## src/rtl/segasys1_video_timing_pkg.sv

```systemverilog
// Shared timing defaults, pixel field layout and colour replication helper
// for the SEGA System 1/2 video path.
package segasys1_pkg;

    localparam int PIX_DIV_DEF  = 8;
    localparam int H_TOTAL_DEF  = 384;
    localparam int H_VIS_DEF    = 256;
    localparam int HS_START_DEF = 304;
    localparam int HS_WIDTH_DEF = 32;
    localparam int V_TOTAL_DEF  = 264;
    localparam int V_VIS_DEF    = 224;
    localparam int VS_START_DEF = 236;
    localparam int VS_WIDTH_DEF = 3;

    localparam int CNT_W = 9;

    // POUT layout is {B[1:0],G[2:0],R[2:0]}
    localparam int R_LSB = 0;
    localparam int G_LSB = 3;
    localparam int B_LSB = 6;

    function automatic logic [7:0] rep3to8(input logic [2:0] x);
        return {x, x, x[2:1]};
    endfunction

endpackage

```

## src/rtl/segasys1_video_timing_if.sv

```systemverilog
// Pixel-domain bundle between the timing generator (master) and the
// system/video consumers (slave).
interface segasys1_video_timing_if;
    import segasys1_pkg::*;

    logic [7:0]       POUT;
    logic [CNT_W-1:0] PH;
    logic [CNT_W-1:0] PV;
    logic             CE_PIX;
    logic             HBLK;
    logic             VBLK;
    logic             HSYNC;
    logic             VSYNC;
    logic             FRAME;
    logic [7:0]       R;
    logic [7:0]       G;
    logic [7:0]       B;

    modport master (
        input  POUT,
        output PH, PV, CE_PIX, HBLK, VBLK, HSYNC, VSYNC, FRAME, R, G, B
    );

    modport slave (
        output POUT,
        input  PH, PV, CE_PIX, HBLK, VBLK, HSYNC, VSYNC, FRAME, R, G, B
    );

endinterface

```

## src/rtl/segasys1_video_timing_rgb_expand.sv

```systemverilog
// 8-bit BBGGGRRR pixel to 24-bit RGB by bit replication, forced to black
// while blanked.
module segasys1_rgb_expand
    import segasys1_pkg::*;
(
    input  logic [7:0] pix_i,
    input  logic       blank_i,
    output logic [7:0] r_o,
    output logic [7:0] g_o,
    output logic [7:0] b_o
);

    logic [2:0] r;
    logic [2:0] g;
    logic [1:0] b;

    always_comb begin
        r   = pix_i[R_LSB +: 3];
        g   = pix_i[G_LSB +: 3];
        b   = pix_i[B_LSB +: 2];
        r_o = '0;
        g_o = '0;
        b_o = '0;
        if (!blank_i) begin
            r_o = rep3to8(r);
            g_o = rep3to8(g);
            b_o = {b, b, b, b};
        end
    end

endmodule

```

## src/rtl/segasys1_video_timing.sv

```systemverilog
// Raster timing generator (pixel divider, PH/PV counters, sync/blank decode)
// plus the one-pixel output pipeline feeding the RGB expander.
module segasys1_video_timing
    import segasys1_pkg::*;
#(
    parameter int PIX_DIV  = PIX_DIV_DEF,
    parameter int H_TOTAL  = H_TOTAL_DEF,
    parameter int H_VIS    = H_VIS_DEF,
    parameter int HS_START = HS_START_DEF,
    parameter int HS_WIDTH = HS_WIDTH_DEF,
    parameter int V_TOTAL  = V_TOTAL_DEF,
    parameter int V_VIS    = V_VIS_DEF,
    parameter int VS_START = VS_START_DEF,
    parameter int VS_WIDTH = VS_WIDTH_DEF
)(
    input  logic                    clk48M,
    input  logic                    reset_n,
    segasys1_video_timing_if.master vid
);

    localparam int DIV_W = (PIX_DIV > 1) ? $clog2(PIX_DIV) : 1;

    localparam logic [DIV_W-1:0] DIV_LAST = DIV_W'(PIX_DIV - 1);
    localparam logic [CNT_W-1:0] H_LAST   = CNT_W'(H_TOTAL - 1);
    localparam logic [CNT_W-1:0] V_LAST   = CNT_W'(V_TOTAL - 1);
    localparam logic [CNT_W-1:0] H_VIS_C  = CNT_W'(H_VIS);
    localparam logic [CNT_W-1:0] V_VIS_C  = CNT_W'(V_VIS);
    // Sync windows compared one bit wider so an end of exactly 512 still fits
    localparam logic [CNT_W:0]   HS_LO    = (CNT_W+1)'(HS_START);
    localparam logic [CNT_W:0]   HS_HI    = (CNT_W+1)'(HS_START + HS_WIDTH);
    localparam logic [CNT_W:0]   VS_LO    = (CNT_W+1)'(VS_START);
    localparam logic [CNT_W:0]   VS_HI    = (CNT_W+1)'(VS_START + VS_WIDTH);

    if (PIX_DIV < 2 || H_VIS >= HS_START || HS_START + HS_WIDTH > H_TOTAL ||
        V_VIS >= VS_START || VS_START + VS_WIDTH > V_TOTAL ||
        H_TOTAL > (1 << CNT_W) || V_TOTAL > (1 << CNT_W)) begin : g_param_check
        $error("segasys1_video_timing: illegal timing parameters");
    end

    logic [DIV_W-1:0] div_q, div_d;
    logic             ce_q, ce_d;
    logic             frame_q, frame_d;
    logic [CNT_W-1:0] ph_q, ph_d;
    logic [CNT_W-1:0] pv_q, pv_d;
    logic [7:0]       pix_q;
    logic             hb_q, vb_q, hs_q, vs_q;
    logic             hb, vb, hs, vs;

    always_comb begin
        ce_d    = (div_q == DIV_LAST);
        div_d   = ce_d ? '0 : div_q + 1'b1;
        // ce_d and ce_q never coincide, so PH/PV are stable when FRAME is decided
        frame_d = ce_d && (ph_q == '0) && (pv_q == '0);
        ph_d    = ph_q;
        pv_d    = pv_q;
        if (ce_q) begin
            if (ph_q == H_LAST) begin
                ph_d = '0;
                pv_d = (pv_q == V_LAST) ? '0 : pv_q + 1'b1;
            end else begin
                ph_d = ph_q + 1'b1;
            end
        end
        hb = (ph_q >= H_VIS_C);
        vb = (pv_q >= V_VIS_C);
        hs = ({1'b0, ph_q} >= HS_LO) && ({1'b0, ph_q} < HS_HI);
        vs = ({1'b0, pv_q} >= VS_LO) && ({1'b0, pv_q} < VS_HI);
    end

    always_ff @(posedge clk48M or negedge reset_n) begin
        if (!reset_n) begin
            div_q   <= '0;
            ce_q    <= 1'b0;
            frame_q <= 1'b0;
            ph_q    <= '0;
            pv_q    <= '0;
            pix_q   <= '0;
            hb_q    <= 1'b0;
            vb_q    <= 1'b0;
            hs_q    <= 1'b0;
            vs_q    <= 1'b0;
        end else begin
            div_q   <= div_d;
            ce_q    <= ce_d;
            frame_q <= frame_d;
            ph_q    <= ph_d;
            pv_q    <= pv_d;
            if (ce_q) begin
                pix_q <= vid.POUT;
                hb_q  <= hb;
                vb_q  <= vb;
                hs_q  <= hs;
                vs_q  <= vs;
            end
        end
    end

    assign vid.PH     = ph_q;
    assign vid.PV     = pv_q;
    assign vid.CE_PIX = ce_q;
    assign vid.FRAME  = frame_q;
    assign vid.HBLK   = hb_q;
    assign vid.VBLK   = vb_q;
    assign vid.HSYNC  = hs_q;
    assign vid.VSYNC  = vs_q;

    segasys1_rgb_expand u_rgb (
        .pix_i   (pix_q),
        .blank_i (hb_q | vb_q),
        .r_o     (vid.R),
        .g_o     (vid.G),
        .b_o     (vid.B)
    );

endmodule
```

## src/flat_wrapper.sv

```systemverilog
// flat-port wrapper written by rule: the top's interface ports become plain ports
module segasys1_video_timing_flat import segasys1_pkg::*;
#(
    parameter int PIX_DIV  = PIX_DIV_DEF,
    parameter int H_TOTAL  = H_TOTAL_DEF,
    parameter int H_VIS    = H_VIS_DEF,
    parameter int HS_START = HS_START_DEF,
    parameter int HS_WIDTH = HS_WIDTH_DEF,
    parameter int V_TOTAL  = V_TOTAL_DEF,
    parameter int V_VIS    = V_VIS_DEF,
    parameter int VS_START = VS_START_DEF,
    parameter int VS_WIDTH = VS_WIDTH_DEF
)
  (clk48M, reset_n, vid_POUT, vid_PH, vid_PV, vid_CE_PIX, vid_HBLK, vid_VBLK, vid_HSYNC, vid_VSYNC, vid_FRAME, vid_R, vid_G, vid_B);
  segasys1_video_timing_if vid_i ();
  input  logic clk48M;
  input  logic reset_n;
  input wire logic [$bits(vid_i.POUT)-1:0] vid_POUT;
  output wire logic [$bits(vid_i.PH)-1:0] vid_PH;
  output wire logic [$bits(vid_i.PV)-1:0] vid_PV;
  output wire logic [$bits(vid_i.CE_PIX)-1:0] vid_CE_PIX;
  output wire logic [$bits(vid_i.HBLK)-1:0] vid_HBLK;
  output wire logic [$bits(vid_i.VBLK)-1:0] vid_VBLK;
  output wire logic [$bits(vid_i.HSYNC)-1:0] vid_HSYNC;
  output wire logic [$bits(vid_i.VSYNC)-1:0] vid_VSYNC;
  output wire logic [$bits(vid_i.FRAME)-1:0] vid_FRAME;
  output wire logic [$bits(vid_i.R)-1:0] vid_R;
  output wire logic [$bits(vid_i.G)-1:0] vid_G;
  output wire logic [$bits(vid_i.B)-1:0] vid_B;
  assign vid_i.POUT = vid_POUT;
  assign vid_PH = vid_i.PH;
  assign vid_PV = vid_i.PV;
  assign vid_CE_PIX = vid_i.CE_PIX;
  assign vid_HBLK = vid_i.HBLK;
  assign vid_VBLK = vid_i.VBLK;
  assign vid_HSYNC = vid_i.HSYNC;
  assign vid_VSYNC = vid_i.VSYNC;
  assign vid_FRAME = vid_i.FRAME;
  assign vid_R = vid_i.R;
  assign vid_G = vid_i.G;
  assign vid_B = vid_i.B;
  segasys1_video_timing #(.PIX_DIV(PIX_DIV), .H_TOTAL(H_TOTAL), .H_VIS(H_VIS), .HS_START(HS_START), .HS_WIDTH(HS_WIDTH), .V_TOTAL(V_TOTAL), .V_VIS(V_VIS), .VS_START(VS_START), .VS_WIDTH(VS_WIDTH)) u_core (.clk48M(clk48M), .reset_n(reset_n), .vid(vid_i));
endmodule
```

## config.mk

```make
export PLATFORM = sky130hd
export DESIGN_NAME = segasys1_video_timing_flat
export DESIGN_NICKNAME = d
export VERILOG_FILES = /design/src/rtl/segasys1_video_timing_pkg.sv /design/src/rtl/segasys1_video_timing_if.sv /design/src/rtl/segasys1_video_timing_rgb_expand.sv /design/src/rtl/segasys1_video_timing.sv /design/src/flat_wrapper.sv
export SDC_FILE = /design/constraint.sdc
export NUM_CORES = 1
export LEC_CHECK = 0
export CORE_ASPECT_RATIO = 0.5
export CORE_MARGIN = 5
export CORE_UTILIZATION = 41
export CTS_CLUSTER_DIAMETER = 120
export DETAILED_ROUTE_END_ITERATION = 10
export HOLD_SLACK_MARGIN = 0.08
export PLACE_DENSITY = 0.74
export SLEW_MARGIN = 40
export SYNTH_ARGS = -nofsm -noshare
export SYNTH_HDL_FRONTEND = slang
export SYNTH_SLANG_ARGS = --single-unit
export TNS_END_PERCENT = 30
```

## constraint.sdc

```tcl
create_clock -name clk48M -period 1.6 [get_ports clk48M]
set_clock_uncertainty 0.15 [all_clocks]
set_input_delay 0.32 -clock clk48M [delete_from_list [all_inputs] [get_ports clk48M]]
set_output_delay 0.32 -clock clk48M [all_outputs]
set_load 0.02 [all_outputs]
```

==> results.md, run 1 <==
* Clock Sinks at 35
* CP startpoint kind: register
* CTS tree: done
* Fmax at approximately 0.57 GHz
* Pwr Density at roughly 650 nW/µm²
* CP Max Fanout at 6
* Avg Cell Area, Syn at ~11 µm²
* Synth cell types at 32
* Max-slew violation count at 0
* R2r startpoint: u_core.vid.PH[0]$_DFFE_PN0P_
* Overflow after GRT at 0
* P_leak at 1.406 nW
* Vias per cell at 4.884
* Vias after detailed routing at approximately 1500
* Critical Path AT at between 1.5 and 2 ns
* Netlist Area Pre-Place at between 1500 and 2000 µm²
* DR pass1 iterations at 4
* Row count at 16
* Final setup fails at 34
* Layout cells sized above 1 at between 40% and 50%
* RSZ-0062 raised after global routing: yes
* Crit Path Category: reg2reg
* Total CTS buffers at 5
* Post-DP HPWL at 3263 µm
* DR DRC count at 0
* GPL Wtd Cong at 0.8727
* Post-route setup slack at -0.1570 ns
* Root Buffer: clkbuf_8
* Worst hold-check path type: in2async
* Starting Density at a little over two fifths
* Max_slew headroom at between 70 and 80%
* Count of final hold-check violations at 0
* Slew @ Worst Pin at 0.3274 ns
* GR Util All Layers at 15.29%
* Die height at about 56 µm
* Final Util at between 60% and 70%
* CTS clk-pin slew, worst paths at about 0.070 ns
* Hold buffers post-CTS at 0
* Clock insertion delay at the later pin of the skew report at about 0.28 ns
* CTS max path bufs at 2
* Initial antenna violation count at 0
* Largest net degree at the start of global routing at 36
* VDD IR max at about 0.53 mV
* Cells after Synth at roughly 160
* Mapped Nets at between 150 and 200
* Max Cap Viol at 0
* Sequential cell area fraction in the yosys report at 49.82%
* Core area at around 4000 µm²
* Post-DR wirelength/cell at between 10 and 15 µm
* CP Capture Type: register
* Fin crit share at 109.8%
* Worst reg2reg path depth at 5
* RR Endpoint: u_core.vid.PV[3]$_DFFE_PN0P_
* Die area at 5776 µm²
* Fin nets at about 260
* Number of global-route vias before repair at around 1400
* Port Buffer Count at 57
* Final min period at 1.757 ns
* Global-route wire length before repair at between 6000 and 7000 µm
* R2R setup slack at -0.16 ns
* Total chip power at about 0.0018 W
* Layout area overhead at 57.08%
* Post-Route WL at around 4400 µm
* Die W at between 100 and 150 µm
* Ys Warns at 0
* Violated checks: negative setup slack
* #FFs+latches synth at 35
* Outcome: complete, but fails checks
* Antenna-violating nets left at 0
* CP required at approximately 1.6 ns
* Antenna diodes at 0
* 1st-iter DRT viols at 42
* H-Tree Depth at 2
* IO Pins at slightly below 60
how the worst max path moves through the flow:
stage | from | endpoint | slack (ns)
final | u_core.vid.PH[0]$_DFFE_PN0P_ | u_core.vid.PV[3]$_DFFE_PN0P_ | -0.16
after global routing | u_core.vid.PH[0]$_DFFE_PN0P_ | u_core.vid.PV[3]$_DFFE_PN0P_ | -0.25
after CTS | u_core.vid.VBLK$_DFFE_PN0P_ | vid_R[2] | -0.20
after detailed placement | u_core.vid.VBLK$_DFFE_PN0P_ | vid_R[0] | -0.29
after global placement | u_core.vid.VBLK$_DFFE_PN0P_ | vid_B[5] | -0.26
after floorplan | u_core.vid.VBLK$_DFFE_PN0P_ | vid_B[3] | -0.08
flip-flops by register name, indices dropped and copies added, names as in the netlist:
signal / count
u_core.pix_q: 8
u_core.vid.FRAME: 1
u_core.vid.PH: 9
u_core.vid.HSYNC: 1
u_core.vid.VSYNC: 1
u_core.div_q: 3
u_core.vid.PV: 9
u_core.vid.CE_PIX: 1
u_core.vid.VBLK: 1
u_core.vid.HBLK: 1
layer usage:
layer  part of all wire, %  wire, µm  GRT usage [%]
met1                    45      1948          18.41
met2                    48      2107          25.60
met3                   6.1       267          5.192
met4                  0.98        43          5.047
met5                     0         0              0
logic make-up after synthesis:
logic type                 after synthesis  share of synthesized area, %
AOI/OAI and AO/OA                       14                         4.911
xor gates and xnor gates                 9                         4.484
adders and majority gates                6                         4.270
buffers and inverters                   28                         9.680
DFF                                     35                         49.82
muxes                                   12                         7.687
and+or+nand+nor                         58                         19.15
layout by cell type (no fill, tap or decap), types with 2 or more instances in the layout:
cell             Yosys  layout
inv_1                7       7
nor2_1              12      10
and3_1               7       7
nand3_1              3       3
nand4_1              6       6
ha_1                 6       4
o21ai_1              0       3
buf_6                0      26
xnor2_1              6       5
buf_2                1       4
nor4_1               3       2
clkdlybuf4s15_1      0       3
dfrtp_1             35      28
xor2_1               3       3
and2_1               9       2
dlygate4sd2_1        0      12
nand2_1              8       7
buf_4               17      38
nand3b_1             2       2
nor2b_1              3       3
ha_4                 0       2
clkbuf_2             0       5
dfrtp_2              0       7
o21ai_0              8       4
clkbuf_8             0       7
and2_4               0       7
clkdlybuf4s50_1      0       9
mux2_2              11      11
final cells by class:
class                   count  area (µm²)
inverters                   7       26.28
fillers                   305        1262
repair buffers             98       868.3
well taps                  54       67.56
clock buffers               8       100.1
flip-flops and latches     35       884.6
multi-input cells          99       814.5
critical path, stage by stage, from the launching register on:
cell     delay, ns
dfrtp_2       0.39
ha_4          0.15
nand4_4       0.11
nor3_4        0.33
nand4_1       0.19
mux2_4        0.32
power breakdown:
| group | total, W | switching (W) | internal, W | leakage (nW) |
|---|---|---|---|---|
| Clock | 0.000704 | 0.000311 | 0.000393 | 0.0515 |
| Combinational | 0.000186 | 0.0000871 | 0.0000988 | 0.908 |
| Sequential | 0.000899 | 0.00000480 | 0.000895 | 0.446 |
cell usage after synthesis:
cell	number	share of area, %
and4_1	1	0.50
nand3_1	3	0.85
buf_2	1	0.28
nor2_1	12	2.6
clkbuf_1	2	0.43
o311ai_0	1	0.50
a41o_1	1	0.57
inv_1	7	1.5
or3b_1	1	0.50
and2_1	9	3.2
buf_4	17	7.3
nor3_4	1	0.93
mux2_2	11	7.0
nor4bb_1	1	0.57
a21o_1	1	0.43
nand3b_1	2	0.85
buf_1	1	0.21
mux2_1	1	0.64
o21a_1	1	0.43
nand4_2	1	0.71
and3_1	7	2.5
xor2_1	3	1.5
nand2_1	8	1.7
ha_1	6	4.3
xnor2_1	6	3.0
o21ai_0	8	2.3
nor2b_1	3	1.1
a211oi_1	1	0.43
a21oi_1	1	0.28
nor4_1	3	1.1
nand4_1	6	2.1
dfrtp_1	35	50
repair_timing:
action	4_1_cts	5_1_grt
gates resized for setup	160	56
setup endpoints to repair	57	47
pin swaps	2	8
buffers inserted	1	4
stage by stage:
stage	setup TNS, ns	area (µm²)	cells	hold WS (ns)	setup WS, ns
6_report	-2.422	2761	301	0.2576	-0.1570
3_5_place_dp	-6.752	2585	288	0.2711	-0.2933
2_1_floorplan	-0.9062	1818	162	-0.1256	-0.07917
4_1_cts	-3.305	2655	297	0.2646	-0.2043
5_1_grt	-5.678	2761	301	0.2620	-0.2515
3_3_place_gp	-6.063	2585	288	0.2656	-0.2551
No activity file was read; power rests on OpenSTA's default activity.
==> inputs of run 2 (changes only) <==
- CORE_ASPECT_RATIO: 0.5 -> 0.7
==> run 2 against run 1 <==
The flow still finishes with violations (negative setup slack). Sequential share of layout area is 0.52 points higher. Wire length up 11%. Combinational power up 4%. Fmax grew 0.78%. Critical endpoint is now vid_B[5]. Largest power group unchanged.
==> results.md, run 2 (synthesis gave the netlist of run 1 again) <==
* Antenna diodes at 0 (unchanged)
* Worst reg2reg path depth at 4 (was 5)
* Critical Path AT at 1.27 ns (was 1.78 ns)
* Worst hold-check path type: in2async (unchanged)
* RSZ-0062 raised after global routing: yes (unchanged)
* Total chip power at 0.001741 W (was 0.001789 W)
* CP Capture Type: output pin (was register)
* Initial antenna violation count at 0 (unchanged)
* Count of final hold-check violations at 0 (unchanged)
* Post-DR wirelength/cell at 16.25 µm (was 14.50 µm)
* R2R setup slack at -0.12 ns (was -0.16 ns)
* Die W at 88.27 µm (was 102.6 µm)
* Commonest non-fill, non-tap cell in the layout: buf_4 (unchanged)
* CTS tree: done (unchanged)
* R2r startpoint: u_core.vid.PH[7]$_DFFE_PN0P_ (was u_core.vid.PH[0]$_DFFE_PN0P_)
* GR Util All Layers at 18.29% (was 15.29%)
* Layout area overhead at 54.59% (was 57.08%)
* Largest net degree at the start of global routing at 36 (unchanged)
* Die area at 5718 µm² (was 5776 µm²)
* Number of global-route vias before repair at 1610 (was 1414)
* Core area at 4041 µm² (was 4024 µm²)
* Antenna-violating nets left at 0 (unchanged)
* CP endpoint: vid_B[5] (was u_core.vid.PV[3]$_DFFE_PN0P_)
* Final setup fails at 32 (was 34)
* Worst Setup SP: u_core.vid.VBLK$_DFFE_PN0P_ (was u_core.vid.PH[0]$_DFFE_PN0P_)
* Overflow after GRT at 0 (unchanged)
* Max-slew violation count at 0 (unchanged)
* DR pass1 iterations at 4 (unchanged)
* Final min period at 1.743 ns (was 1.757 ns)
* Post-route setup slack at -0.1434 ns (was -0.1570 ns)
* Layout cells sized above 1 at 52.63% (was 48.18%)
* RR Endpoint: u_core.vid.PV[3]$_DFFE_PN0P_ (unchanged)
* Port Buffer Count at 57 (unchanged)
* Violated checks: negative setup slack (unchanged)
* Fin nets at 263 (was 262)
* DR DRC count at 0 (unchanged)
* CP startpoint kind: register (unchanged)
* Fmax at 0.5736 GHz (was 0.5691 GHz)
* VDD IR max at 0.4828 mV (was 0.5319 mV)
* Max Cap Viol at 0 (unchanged)
* Final hold slack at 0.2406 ns (was 0.2576 ns)
* IO Pins at 58 (unchanged)
* Crit Path Category: reg2out (was reg2reg)
* Clock Sinks at 35 (unchanged)
* Slew @ Worst Pin at 0.3287 ns (was 0.3274 ns)
* Max_slew headroom at 78.02% (was 78.10%)
* CP required at 1.13 ns (was 1.62 ns)
* Clock insertion delay at the later pin of the skew report at 0.29 ns (was 0.28 ns)
* Post-DP HPWL at 3673 µm (was 3263 µm)
* Row count at 19 (was 16)
* Outcome: complete, but fails checks (unchanged)
* 1st-iter DRT viols at 20 (was 42)
* CP Max Fanout at 8 (was 6)
* Post-Route WL at 4859 µm (was 4366 µm)
* CTS clk-pin slew, worst paths at 0.07 ns (about the same)
* Pwr Density at 640.8 nW/µm² (was 647.8 nW/µm²)
* P_leak at 1.398 nW (was 1.406 nW)
* Global-route wire length before repair at 7900 µm (was 6762 µm)
* Root Buffer: clkbuf_8 (unchanged)
* Starting Density at 43.50% (was 43.69%)
* Die height at 64.79 µm (was 56.30 µm)
* Vias after detailed routing at 1498 (was 1470)
* H-Tree Depth at 2 (unchanged)
* GPL Wtd Cong at 0.8598 (was 0.8727)
* Total CTS buffers at 5 (unchanged)
* CTS max path bufs at 2 (unchanged)
* Fin crit share at 109.0% (was 109.8%)
* Commonest cells after routing, fill and taps aside: buf_4 (43), dfrtp_1 (28), buf_6 (23) (was buf_4 (38), dfrtp_1 (28), buf_6 (26))
* Vias per cell at 5.010 (was 4.884)
run 2: timing repair:
item,CTS,global route
pin swaps,4,10
setup buffers,0,1
hold buffers,0,0
endpoints found under the setup margin,57,50
resized for setup,170,56
run 2: layout make-up:
class                      instances  area (µm²)
multi-input combinational         99       814.5
clock inverter                     1       5.005
sequential                        35       884.6
fill                             322        1324
clock buffer                       6       82.58
tap                               52       65.06
timing repair buffer              99       839.6
inverter                           7       26.28
run 2: routing by layer:
| layer | share of wire (%) | vias up | global-route usage, % |
|---|---|---|---|
| met5 | 0 | - | 0 |
| met4 | 2.7 | 0 | 8.302 |
| met3 | 3.5 | 12 | 3.924 |
| met2 | 53 | 36 | 30.32 |
| met1 | 40 | 742 | 22.89 |
| li1 | - | 708 | - |
run 2: where the power goes:
group          internal, W  switching [W]  leakage (nW)
registers         0.000895     0.00000553         0.446
logic             0.000102      0.0000911         0.906
clock network     0.000338       0.000311        0.0470
run 2: worst min path at each step:
stage                              start                      endpoint  slack [ns]
2_1_floorplan                    reset_n     u_core.div_q[0]$_DFF_PN0_       -0.13
3_3_place_gp   u_core.div_q[0]$_DFF_PN0_     u_core.div_q[0]$_DFF_PN0_        0.26
3_5_place_dp   u_core.div_q[0]$_DFF_PN0_     u_core.div_q[0]$_DFF_PN0_        0.27
4_1_cts                          reset_n     u_core.div_q[1]$_DFF_PN0_        0.25
5_1_grt                          reset_n  u_core.vid.PV[8]$_DFFE_PN0P_        0.25
6_report                         reset_n  u_core.vid.VSYNC$_DFFE_PN0P_        0.24
run 2: worst max-delay path: stages, from the launching register on:
cell	delay [ns]
dfrtp_1	0.39
nor2_1	0.12
buf_4	0.17
and2_4	0.19
buf_6	0.12
run 2: metrics by stage:
step / worst slack [ns] / setup TNS (ns) / util (%) / cells / area, µm²
after global routing: -0.2188 / -6.051 / 67.24 / 299 / 2718
after CTS: -0.1560 / -3.607 / 65.73 / 298 / 2656
after global placement: -0.2623 / -6.061 / 64.83 / 291 / 2620
after floorplan: -0.07917 / -0.9062 / - / 162 / 1818
after detailed placement: -0.3424 / -7.261 / 64.83 / 291 / 2620
final: -0.1434 / -3.391 / 67.24 / 299 / 2718
==> inputs of run 3 (changes only) <==
- CORE_MARGIN: 5 -> 2
- CORE_UTILIZATION: 41 -> 45
- PLACE_DENSITY: 0.74 -> 0.77
- clock period: 1.6 -> 1.76 ns (I/O delays scaled with it)
==> run 3 against run 2 <==
The run now ends clean. Clock power decreased by 17%. Global-route usage is 1.6 points higher. Combinational power down 26%. Critical path depth unchanged. Final cell count down 5.0%. Setup slack better by 0.15 ns. Critical endpoint is now vid_G[4].
==> results.md, run 3 (synthesis gave the netlist of run 1 again) <==
* Outcome: finished, final reports clean (was complete, but fails checks)
* Initial antenna violation count at 0 (unchanged)
* Root Buffer: clkbuf_8 (unchanged)
* CTS tree: done (unchanged)
* Commonest non-fill, non-tap cell in the layout: buf_4 (unchanged)
* Count of final hold-check violations at 0 (unchanged)
* Row count at 18 (was 19)
* Top delay family on crit path: flip-flops (unchanged)
* Crit Path Category: reg2out (unchanged)
* Starting Density at 48.48% (was 43.50%)
* Fin nets at 250 (was 263)
* Post-route setup slack at 0.004194 ns (was -0.1434 ns)
* Pwr Density at 588.7 nW/µm² (was 640.8 nW/µm²)
* Cell area after layout at 2542 µm² (was 2718 µm²)
* RR Endpoint: u_core.vid.PV[6]$_DFFE_PN0P_ (was u_core.vid.PV[3]$_DFFE_PN0P_)
* IO Pins at 58 (unchanged)
* Final setup fails at 0 (was 32)
* Die height at 56.30 µm (was 64.79 µm)
* Core area at 3626 µm² (was 4041 µm²)
* Clock Sinks at 35 (unchanged)
* VDD IR max at 0.3848 mV (was 0.4828 mV)
* Slew @ Worst Pin at 0.3359 ns (was 0.3287 ns)
* Vias per cell at 5.035 (was 5.010)
* Area post-placement at 2427 µm² (was 2620 µm²)
* Global-route wire length before repair at 6865 µm (was 7900 µm)
* GR Util met3 at 5.145% (was 3.924%)
* GR Util All Layers at 19.86% (was 18.29%)
* Max Cap Viol at 0 (unchanged)
* CTS clk-pin slew, worst paths at 0.07 ns (about the same)
* GPL Wtd Cong at 0.8443 (was 0.8598)
* Antenna-violating nets left at 0 (unchanged)
* Port Buffer Count at 57 (unchanged)
* Place WS at -0.1930 ns (was -0.3424 ns)
* Total CTS buffers at 5 (unchanged)
* Fin crit share at between 90 and 100%
* Max-slew violation count at 0 (unchanged)
* Critical Path AT at 1.25 ns (was 1.27 ns)
* Slowest CP cell: dfrtp_1 (unchanged)
* H-Tree Depth at 2 (unchanged)
* CTS max path bufs at 2 (unchanged)
* Die area at 4431 µm² (was 5718 µm²)
* CP max stage delay at 0.39 ns (about the same)
* P_leak at 1.352 nW (was 1.398 nW)
* Final Util at 70.12% (was 67.24%)
* Max_slew headroom at 77.54% (was 78.02%)
* Die W at 78.71 µm (was 88.27 µm)
* Layout cells sized above 1 at 35.90% (was 52.63%)
* Met1 usage at 26.77% (was 22.89%)
* Vias after detailed routing at 1430 (was 1498)
* Antenna diodes at 0 (unchanged)
* Commonest cells after routing, fill and taps aside: buf_4 (44), dfrtp_1 (31), dlygate4sd2_1 (19) (was buf_4 (43), dfrtp_1 (28), buf_6 (23))
* Worst hold-check path type: in2async (unchanged)
* Post-Route WL at 4276 µm (was 4859 µm)
* R2R setup slack at 0.04 ns (was -0.12 ns)
* Most Crowded Layer GR: met2 (unchanged)
* CP required at 1.26 ns (was 1.13 ns)
* Cells after DPL at 270 (was 291)
* DR DRC count at 0 (unchanged)
* Worst path bufs/invs at 2 (unchanged)
* Number of global-route vias before repair at 1434 (was 1610)
* 1st-iter DRT viols at 77 (was 20)
* Post-DR wirelength/cell at 15.06 µm (was 16.25 µm)
* Fmax at around 0.57 GHz
* R2r startpoint: u_core.vid.PH[0]$_DFFE_PN0P_ (was u_core.vid.PH[7]$_DFFE_PN0P_)
* Post-DP HPWL at 3120 µm (was 3673 µm)
* Final min period at around 1.8 ns
* Overflow after GRT at 0 (unchanged)
* CP Cell Sequence: nor2_1 > buf_4 > and2_1 > buf_2 (was nor2_1 > buf_4 > and2_4 > buf_6)
* DR pass1 iterations at 4 (unchanged)
* CP Max Fanout at 8 (unchanged)
* Non-Filler Instances at 284 (was 299)
* Met2 Usage GRT at 31.62% (was 30.32%)
* CP Capture Type: output pin (unchanged)
* CP startpoint kind: register (unchanged)
* WP depth at 4 (unchanged)
* Clock insertion delay at the later pin of the skew report at 0.28 ns (was 0.29 ns)
* Layout area overhead at 44.63% (was 54.59%)
* Largest net degree at the start of global routing at 31 (was 36)
* RSZ-0062 raised after global routing: yes (unchanged)
* Worst reg2reg path depth at 7 (was 4)
run 3: cell count changes in the layout (fill, tap and decap cells not counted), moves of 2 or more:
cell / change
dfrtp_1: +3
and2_1: +4
clkbuf_2: -9
dlymetal6s2s_1: +3
clkbuf_1: +2
buf_6: -21
and2_4: -4
nor4_2: -2
dfrtp_2: -3
dlygate4sd2_1: +12
run 3: report_power, final:
group | internal, W | switching [W]
logic | 0.0000673 | 0.0000759
registers | 0.000814 | 0.00000427
clock network | 0.000272 | 0.000263
run 3: layout make-up:
class,count,area [µm²]
inverter,7,26.28
multi-input combinational,99,779.5
fill,286,1084
tap,50,62.56
clock buffer,7,76.32
timing repair buffer,86,716.9
sequential,35,880.8
run 3: stage by stage:
step	power (W)	hold WS [ns]	TNS (ns)
floorplan	0.0009145	-0.09359	0
global placement	0.0009859	0.2646	-3.020
detailed placement	0.0009898	0.2788	-3.594
CTS	0.001506	0.1856	-0.3608
global route	0.001564	0.1827	-0.9534
finish	0.001497	0.1863	0
run 3: how the worst max path moves through the flow:
stage                                            start  slack [ns]                           end
after floorplan           u_core.vid.PH[6]$_DFFE_PN0P_        0.02  u_core.vid.PV[3]$_DFFE_PN0P_
after global placement     u_core.vid.VBLK$_DFFE_PN0P_       -0.13                      vid_B[1]
after detailed placement   u_core.vid.HBLK$_DFFE_PN0P_       -0.19                      vid_B[1]
after CTS                  u_core.vid.HBLK$_DFFE_PN0P_       -0.16                      vid_R[3]
after global routing      u_core.vid.PH[1]$_DFFE_PN0P_       -0.07  u_core.vid.PV[7]$_DFFE_PN0P_
final                      u_core.vid.HBLK$_DFFE_PN0P_       0.004                      vid_G[4]
run 3: what timing repair did:
action                     CTS  global route
buffers inserted             0             7
hold endpoints to repair     0             0
pin swaps                    0            11
resized for setup          118            39
hold buffers                 0             0
setup endpoints to repair   51            36
run 3: worst register-to-register path: stages, from the launching register on:
cell     delay [ns]
dfrtp_2        0.39
ha_4           0.15
nand4_4        0.12
nor3_4         0.28
buf_4          0.17
buf_6          0.11
nand4_1        0.10
xnor2_1        0.14
run 3: metal layers:
| layer | part of all wire (%) | vias to the layer above | routed length [µm] |
|---|---|---|---|
| met5 | 0 | - | 0 |
| met4 | 0.75 | 0 | 32 |
| met3 | 5.2 | 5 | 222 |
| met2 | 50 | 46 | 2129 |
| met1 | 44 | 701 | 1892 |
| li1 | - | 678 | - |
